<file path="config.mk">
export PLATFORM = sky130hd
export DESIGN_NAME = uart_rx
export DESIGN_NICKNAME = d
export VERILOG_FILES = /design/src/rtl/uart_pkg.sv /design/src/rtl/sync_2ff.sv /design/src/rtl/uart_rx.sv
export SDC_FILE = /design/constraint.sdc
export NUM_CORES = 1
export LEC_CHECK = 0
export CORE_MARGIN = 5
export CORE_UTILIZATION = 30
export DETAILED_ROUTE_END_ITERATION = 8
export PLACE_DENSITY = 0.48
export SYNTH_ARGS = -nofsm -noshare
export SYNTH_HDL_FRONTEND = slang
export SYNTH_SLANG_ARGS = --single-unit
</file>
<file path="constraint.sdc">
create_clock -name clk -period 2.2 [get_ports clk]
set_input_delay 0.22 -clock clk [delete_from_list [all_inputs] [get_ports clk]]
set_output_delay 0.22 -clock clk [all_outputs]
set_load 0.01 [all_outputs]
</file>
<file path="src/rtl/uart_pkg.sv">
// rtl/uart_pkg.sv - shared UART frame constants and receiver state encoding
//
// Purpose: constants shared by the UART receiver and transmitter.
//   - default CLKS_PER_BIT, frame shape (start=0, stop=1, 8 data bits)
//   - receiver FSM state encoding
//   - helper computing the start-bit half-period counter load
// Ports: none (package).
package uart_pkg;

    localparam int UART_CLKS_PER_BIT_DEFAULT = 1;
    localparam int UART_DATA_BITS            = 8;

    localparam logic UART_START_BIT = 1'b0;
    localparam logic UART_STOP_BIT  = 1'b1;

    typedef logic [2:0] uart_state_t;

    localparam uart_state_t ST_IDLE      = 3'd0;
    localparam uart_state_t ST_START     = 3'd1;
    localparam uart_state_t ST_DATA      = 3'd2;
    localparam uart_state_t ST_STOP      = 3'd3;
    localparam uart_state_t ST_WAIT_IDLE = 3'd4;

    // Counter load on a falling edge so the start bit is sampled near its middle.
    function automatic int uart_half(input int clks_per_bit);
        return (clks_per_bit - 1) / 2;
    endfunction

endpackage

</file>
<file path="src/rtl/sync_2ff.sv">
// rtl/sync_2ff.sv - two-flop synchronizer for a single asynchronous input
//
// Purpose: bring an asynchronous 1-bit signal into the clk domain.
// Ports:
//   clk    in   1  clock
//   rst_n  in   1  asynchronous active-low reset, both flops load RESET_VAL
//   d      in   1  asynchronous input
//   q      out  1  synchronized output, 2 cycles of latency
module sync_2ff #(
    parameter logic RESET_VAL = 1'b1
) (
    input  logic clk,
    input  logic rst_n,
    input  logic d,
    output logic q
);

    logic r_meta;
    logic r_sync;

    always_ff @(posedge clk or negedge rst_n) begin
        if (!rst_n) begin
            r_meta <= RESET_VAL;
            r_sync <= RESET_VAL;
        end else begin
            r_meta <= d;
            r_sync <= r_meta;
        end
    end

    assign q = r_sync;

endmodule

</file>
<file path="src/rtl/uart_rx.sv">
// rtl/uart_rx.sv - 8N1 UART receiver with mid-bit sampling
//
// Purpose: receive start + 8 data bits (LSB first) + stop, no parity.
// Ports:
//   clk          in   1  clock, all state updates on the rising edge
//   rst_n        in   1  asynchronous active-low reset
//   rxd          in   1  serial line, idle high, asynchronous to clk
//   data         out  8  last correctly received byte
//   received     out  1  one-cycle pulse, data has just been updated
//   frame_error  out  1  one-cycle pulse, stop bit sampled low
//   busy         out  1  high whenever the FSM is not in IDLE
module uart_rx
    import uart_pkg::*;
#(
    parameter int CLKS_PER_BIT = UART_CLKS_PER_BIT_DEFAULT,
    parameter int DATA_BITS    = UART_DATA_BITS
) (
    input  logic                 clk,
    input  logic                 rst_n,
    input  logic                 rxd,
    output logic [DATA_BITS-1:0] data,
    output logic                 received,
    output logic                 frame_error,
    output logic                 busy
);

    localparam int                CNT_W    = $clog2(CLKS_PER_BIT + 1);
    localparam logic [CNT_W-1:0]  HALF     = CNT_W'(uart_half(CLKS_PER_BIT));
    localparam logic [CNT_W-1:0]  RELOAD   = CNT_W'(CLKS_PER_BIT - 1);
    localparam logic [2:0]        LAST_IDX = 3'(DATA_BITS - 1);

    logic                 w_rxd_s;
    uart_state_t          r_state;
    logic [CNT_W-1:0]     r_cnt;
    logic [2:0]           r_bit_idx;
    logic [DATA_BITS-1:0] r_shift;
    logic [DATA_BITS-1:0] r_data;
    logic                 r_received;
    logic                 r_frame_error;

    sync_2ff #(
        .RESET_VAL(1'b1)
    ) u_sync (
        .clk   (clk),
        .rst_n (rst_n),
        .d     (rxd),
        .q     (w_rxd_s)
    );

    always_ff @(posedge clk or negedge rst_n) begin
        if (!rst_n) begin
            r_state       <= ST_IDLE;
            r_cnt         <= '0;
            r_bit_idx     <= '0;
            r_shift       <= '0;
            r_data        <= '0;
            r_received    <= 1'b0;
            r_frame_error <= 1'b0;
        end else begin
            // Pulses are cleared every cycle so they can never exceed one cycle.
            r_received    <= 1'b0;
            r_frame_error <= 1'b0;

            case (r_state)
                ST_IDLE: begin
                    if (w_rxd_s == UART_START_BIT) begin
                        r_state <= ST_START;
                        r_cnt   <= HALF;
                    end
                end

                ST_START: begin
                    if (r_cnt == '0) begin
                        if (w_rxd_s != UART_START_BIT) begin
                            // Line went back high before mid-start: glitch, not a frame.
                            r_state <= ST_IDLE;
                        end else begin
                            r_state   <= ST_DATA;
                            r_bit_idx <= '0;
                            r_cnt     <= RELOAD;
                        end
                    end else begin
                        r_cnt <= r_cnt - CNT_W'(1);
                    end
                end

                ST_DATA: begin
                    if (r_cnt == '0) begin
                        r_shift[r_bit_idx] <= w_rxd_s;
                        r_cnt              <= RELOAD;
                        if (r_bit_idx == LAST_IDX) begin
                            r_state <= ST_STOP;
                        end else begin
                            r_bit_idx <= r_bit_idx + 3'd1;
                        end
                    end else begin
                        r_cnt <= r_cnt - CNT_W'(1);
                    end
                end

                ST_STOP: begin
                    if (r_cnt == '0) begin
                        if (w_rxd_s == UART_STOP_BIT) begin
                            // Whole byte is committed at once, so data never shows partial frames.
                            r_data     <= r_shift;
                            r_received <= 1'b1;
                            r_state    <= ST_IDLE;
                        end else begin
                            r_frame_error <= 1'b1;
                            r_state       <= ST_WAIT_IDLE;
                        end
                    end else begin
                        r_cnt <= r_cnt - CNT_W'(1);
                    end
                end

                ST_WAIT_IDLE: begin
                    // A held-low line (break) parks here until it returns high.
                    if (w_rxd_s == UART_STOP_BIT) begin
                        r_state <= ST_IDLE;
                    end
                end

                default: begin
                    r_state <= ST_IDLE;
                end
            endcase
        end
    end

    assign data        = r_data;
    assign received    = r_received;
    assign frame_error = r_frame_error;
    assign busy        = (r_state != ST_IDLE);

endmodule

</file>
==> Word-level counts from Yosys, hierarchy flattened <==
Cells that the tools add are included.
{ "word_totals": {"reg_bits": 27, "in_bits": 3, "output_inout_bits": 11, "word_cells": 64} }
{ "op_classes": {"add_sub_neg": 2, "n_lt_le_gt_ge": 2, "eq_ne": 13, "muxes": 26, "bitwise": 1, "n_reduce_logical": 11} }
{ "op_table": {"columns": ["cell", "n"], "rows": [
  ["$mux 3", 11],
  ["$pmux 3 s5", 1],
  ["$ne 2x2->1 const B", 7],
  ["$mux 1", 9],
  ["$bwmux 8", 1],
  ["$eq 3x2->1 const B", 2],
  ["$eq 3x3->1 const B", 2],
  ["$pmux 3 s2", 1],
  ["$reduce_and 6->1", 1],
  ["$reduce_and 5->1", 1],
  ["$lt 3x4->1 const B", 1],
  ["$reduce_and 2->1", 2],
  ["$reduce_bool 2->1", 2],
  ["$add 3x1->3 const B", 1],
  ["$demux 1 s3", 1],
  ["$eq 3x1->1 const B", 1],
  ["$ge 3x1->1 const B", 1],
  ["$logic_not 3->1", 1],
  ["$reduce_and 3->1", 1],
  ["$reduce_bool 3->1", 1],
  ["$reduce_or 3->1", 1],
  ["$mux 2", 1],
  ["$ne 2x1->1 const B", 1],
  ["$pmux 1 s2", 1],
  ["other kinds (3)", 3]
]} }

==> Depth between registers and ports, before layout <==
{ "logic_depth": {"ltp_word": 5, "ltp_mapped": 5} }

==> Modules after synthesis <==
Synthesis repeated with hierarchy kept, for this count alone.
{ "hier_totals": {"hier_cells": 85, "area_unflattened_um2": 1138.6} }
{ "by_module_without_submodules": {"columns": ["module", "n_inst", "cells_per_inst", "area_each_um2"], "rows": [
  ["uart_rx", 1, 83, 1086.0],
  ["sync_2ff", 1, 2, 52.6]
]} }

==> Worst setup path after synthesis <==
OpenSTA, ideal clock, no wires.
{ "synth_path": {"kind": "flip-flop to flip-flop", "start": "register r_bit_idx[0]", "end": "register r_bit_idx[0]", "arrival_ns": 1.448, "required_time_ns": 2.075, "slack_ns": 0.627, "stages_incl_launch_ff": 6, "path_buffers": 0, "period_less_slack_ns": 1.573, "path_cell_list": "dfrtp_1 > ha_1 > ha_1 > nor4b_4 > nor2_1 > mux2_2"} }
{ "synth_via": {"elab_chain_len": 4, "word_cells_on_any_way": 7, "classes_between": "add/sub: 1; eq/ne: 2; mux: 3; reduce/logical: 1"} }
{ "synth_lines": {"columns": ["element", "line", "rtl"], "rows": [
  ["start, declared", "uart_rx.sv:35", "logic [2:0] r_bit_idx;"],
  ["start signal, assigned", "uart_rx.sv:94", "r_bit_idx <= r_bit_idx + 3'd1;"],
  ["$add 3x1->3", "uart_rx.sv:94", null],
  ["$mux 3", "uart_rx.sv:91", "if (r_bit_idx == LAST_IDX) begin"],
  ["$mux 3", "uart_rx.sv:88", "if (r_cnt == '0) begin"],
  ["$pmux 3 s2", "uart_rx.sv:64", "case (r_state)"]
]} }
Several ways; a longest one is shown, not always the timed one. The select of a mux whose other input is x is not followed.
A chain may end at the register's enable or synchronous reset.

==> Final worst setup path <==
{ "layout_path": {"start": "register r_state[0]", "end": "output busy"} }
{ "layout_via": {"elab_chain_len": 1} }
{ "layout_lines": {"columns": ["element", "line", "rtl"], "rows": [
  ["start, declared", "uart_rx.sv:33", "uart_state_t r_state;"],
  ["start signal, assigned", "uart_rx.sv:52", "r_state <= ST_IDLE;"],
  ["start signal, assigned", "uart_rx.sv:67", "r_state <= ST_START;"],
  ["start signal, assigned", "uart_rx.sv:76", "r_state <= ST_IDLE;"],
  ["$reduce_bool 3->1", "uart_rx.sv:134", "assign busy = (r_state != ST_IDLE);"],
  ["end, declared", "uart_rx.sv:24", "output logic busy"]
]} }
No other way between the ends.

==> flow_summary.ini <==
[clock_tree]
cts_buffer_depth = 2
h-tree-depth = 1
cts_buffers = 3
clock-root-buffer = clkbuf_8
cts_resized = 0
cts_tree = yes
insertion_delay_ps = 270
postCtsSetupRepairBufs = 0
cts_sinks = 26
path_clk_slew_ps = 90
hold_buffers = 0

[power_and_ir_drop]
p_comb_frac = 0.306
switching_power_uw = 502
ir_drop_mv = 0.290
clkPwrFrac = 0.230
seqPwrFrac = 0.464
p_leak_uw = 0.000613
intPower_uw = 1230
power_density_nw_per_um2 = 1270
p_sw_frac = 0.289

[routing]
drc = 0
first_pass_iters = 4
finalWirelength_microns = 1850
wl_per_cell_microns = 12.8
drtAntennaViolNets = 0
vias = 660
viasPerCell = 4.58
first_iter_violations = 14

[place]
pre_cts_ws_ps = 516
gp_congestion = 0.720
dp_hpwl_microns = 1250
portBuffers = 13

[yosys]
yosysWarnings = 0
syn-cell-area_sq_um = 1120
synth_most_common_cell = dfrtp_1
synth_common_cells = dfrtp_1, mux2_2, nand2_1
syn-instance-count = 82
synth-edff-count = 0
ys_seq_area_frac = 0.582
yosys_register_bits = 26
synth_area_leader_cell = dfrtp_1
yosys-top-cells-area = dfrtp_1, mux2_2, dfstp_2, nor4b_4, nand2_1
synth_cell_types = 22
synth_top_cell_area_share = 0.535
syn_area_per_cell_sq_um = 13.7
synth_nets = 87
synth-main-ff-cell = dfrtp_1
postSynth.asyncResetShare = 1.00

[die]
core_area_sq_um = 3630
fp-row-count = 22
die_area_sq_um = 5060
ios = 14
die_h_microns = 71.2
start_util = 0.309
die_w_microns = 71.2

[min_path]
hold_path_class = input port to asynchronous set/reset pin

[sta]
worst_pin_slew_ps = 418
min_period_ps = 1900
final_max_slew_viol_count = 0
slew_headroom = 0.721
finalHoldViolations = 0
rsz0062_at_grt = false
setup_violations = 0
fmax_mhz = 526
worst_slack_ps = 299
skew_ps = 2.21
holdWs_ps = 308
tns_ps = 0
period_share = 0.864

[setup_path]
required_ps = 1980
arrival_ps = 1680
critPathCaptureType = output pin
crit_type = register to output pin
crit_fanout = 11
setup.worst_path.start_class = register

[global_routing]
grt_pass1_vias = 671
grt_usage = 0.0824
grt_pass1_wl_microns = 3300
antenna_found_initial = 0
grt_overflow = 0
grt_start_max_net_pins = 27

[final_layout]
diodes = 0
drive_gt1_frac = 0.292
fillerInstances = 357
syn_to_final_growth_pct = 21.2
fin_nets = 102

[outcome]
outcome = completed

[job]
drv_cap = 0
worst max-delay path, stage by stage (launching register included):
cell and delay, ps:
dfrtp_1 540, or3_1 390, clkdlybuf4s50_1 480
layout by cell type, fill, tap and decap left out:
| cell type | Yosys | final |
|---|---|---|
| nor2_1 | 6 | 6 |
| nand3b_1 | 1 | 1 |
| inv_1 | 2 | 2 |
| nor3b_1 | 1 | 1 |
| nor3_1 | 1 | 1 |
| buf_4 | 1 | 1 |
| a22o_1 | 2 | 2 |
| nor4b_4 | 2 | 2 |
| nor4b_1 | 1 | 1 |
| bufinv_16 | 0 | 1 |
| a21oi_1 | 3 | 3 |
| or3_1 | 1 | 1 |
| ha_1 | 2 | 2 |
| and4bb_2 | 1 | 1 |
| dfrtp_1 | 24 | 24 |
| dfstp_2 | 2 | 2 |
| nor2b_1 | 2 | 2 |
| nand2_1 | 7 | 7 |
| mux2_2 | 17 | 17 |
| clkbuf_8 | 1 | 3 |
| clkdlybuf4s50_1 | 0 | 13 |
| nand3_1 | 2 | 2 |
| nand4b_2 | 1 | 1 |
final cells by class:
type	count	area (sq um)	share of cell area
Clock buffer	3	41.3	0.0304
Clock inverter	1	30.0	0.0221
Inverter	2	7.51	0.00552
Multi-Input combinational cell	50	430	0.316
Sequential cell	26	653	0.480
Tap cell	48	60.1	0.0442
Timing Repair Buffer	14	138	0.101
cells by family (layout without fill, tap and decap cells):
kind of cell,Yosys count,after routing,share of synthesized area
AOI/OAI and AO/OA,5,5,0.0290
adders and majority gates,2,2,0.0223
buffers and inverters,6,20,0.0346
DFF,26,26,0.582
muxes,17,17,0.171
and+or+nand+nor,26,26,0.162
power groups by stage:
stage | clock network (uW) | registers [uW] | logic (uW)
final | 399 | 804 | 531
after global routing | 425 | 835 | 586
after CTS | 408 | 806 | 543
after detailed placement | 0 | 816 | 542
after global placement | 0 | 806 | 531
after floorplan | 0 | 777 | 371
registers in the layout, indices dropped and copies added, names as in the netlist:
name,cells
r_shift,8
u_sync.q,1
r_bit_idx,3
received,1
data,8
r_state,3
frame_error,1
u_sync.r_meta,1
routing by layer:
metal,track usage,vias to the layer above,routed length [microns]
li1,-,313,-
met1,0.115,332,907
met2,0.117,9,837
met3,0.0199,6,60
met4,0.0438,0,44
met5,0,-,0
per-stage QoR:
step | total power [uW] | area, sq um | cells | util
2_1_floorplan | 1150 | 1120 | 82 | -
3_3_place_gp | 1340 | 1290 | 140 | 0.355
3_5_place_dp | 1360 | 1290 | 140 | 0.355
4_1_cts | 1760 | 1360 | 144 | 0.374
5_1_grt | 1850 | 1360 | 144 | 0.374
6_report | 1730 | 1360 | 144 | 0.374
worst paths after layout:
check                                          from                       end  slack (ps)  depth (start not counted)
setup reg to reg           r_bit_idx[1]$_DFFE_PN0P_  r_bit_idx[0]$_DFFE_PN0P_         510                          5
hold / removal                                rst_n       data[6]$_DFFE_PN0P_         310                          2
max in group asynchronous                     rst_n        u_sync.q$_DFF_PN1_        1600                          2
hold reg to reg             u_sync.r_meta$_DFF_PN1_        u_sync.q$_DFF_PN1_         360                          0
min in group clk                                rxd   u_sync.r_meta$_DFF_PN1_         350                          1
setup / recovery             r_state[0]$_DFFE_PN0P_                      busy         300                          2
Note: power is estimated with default switching activity, not from simulation.
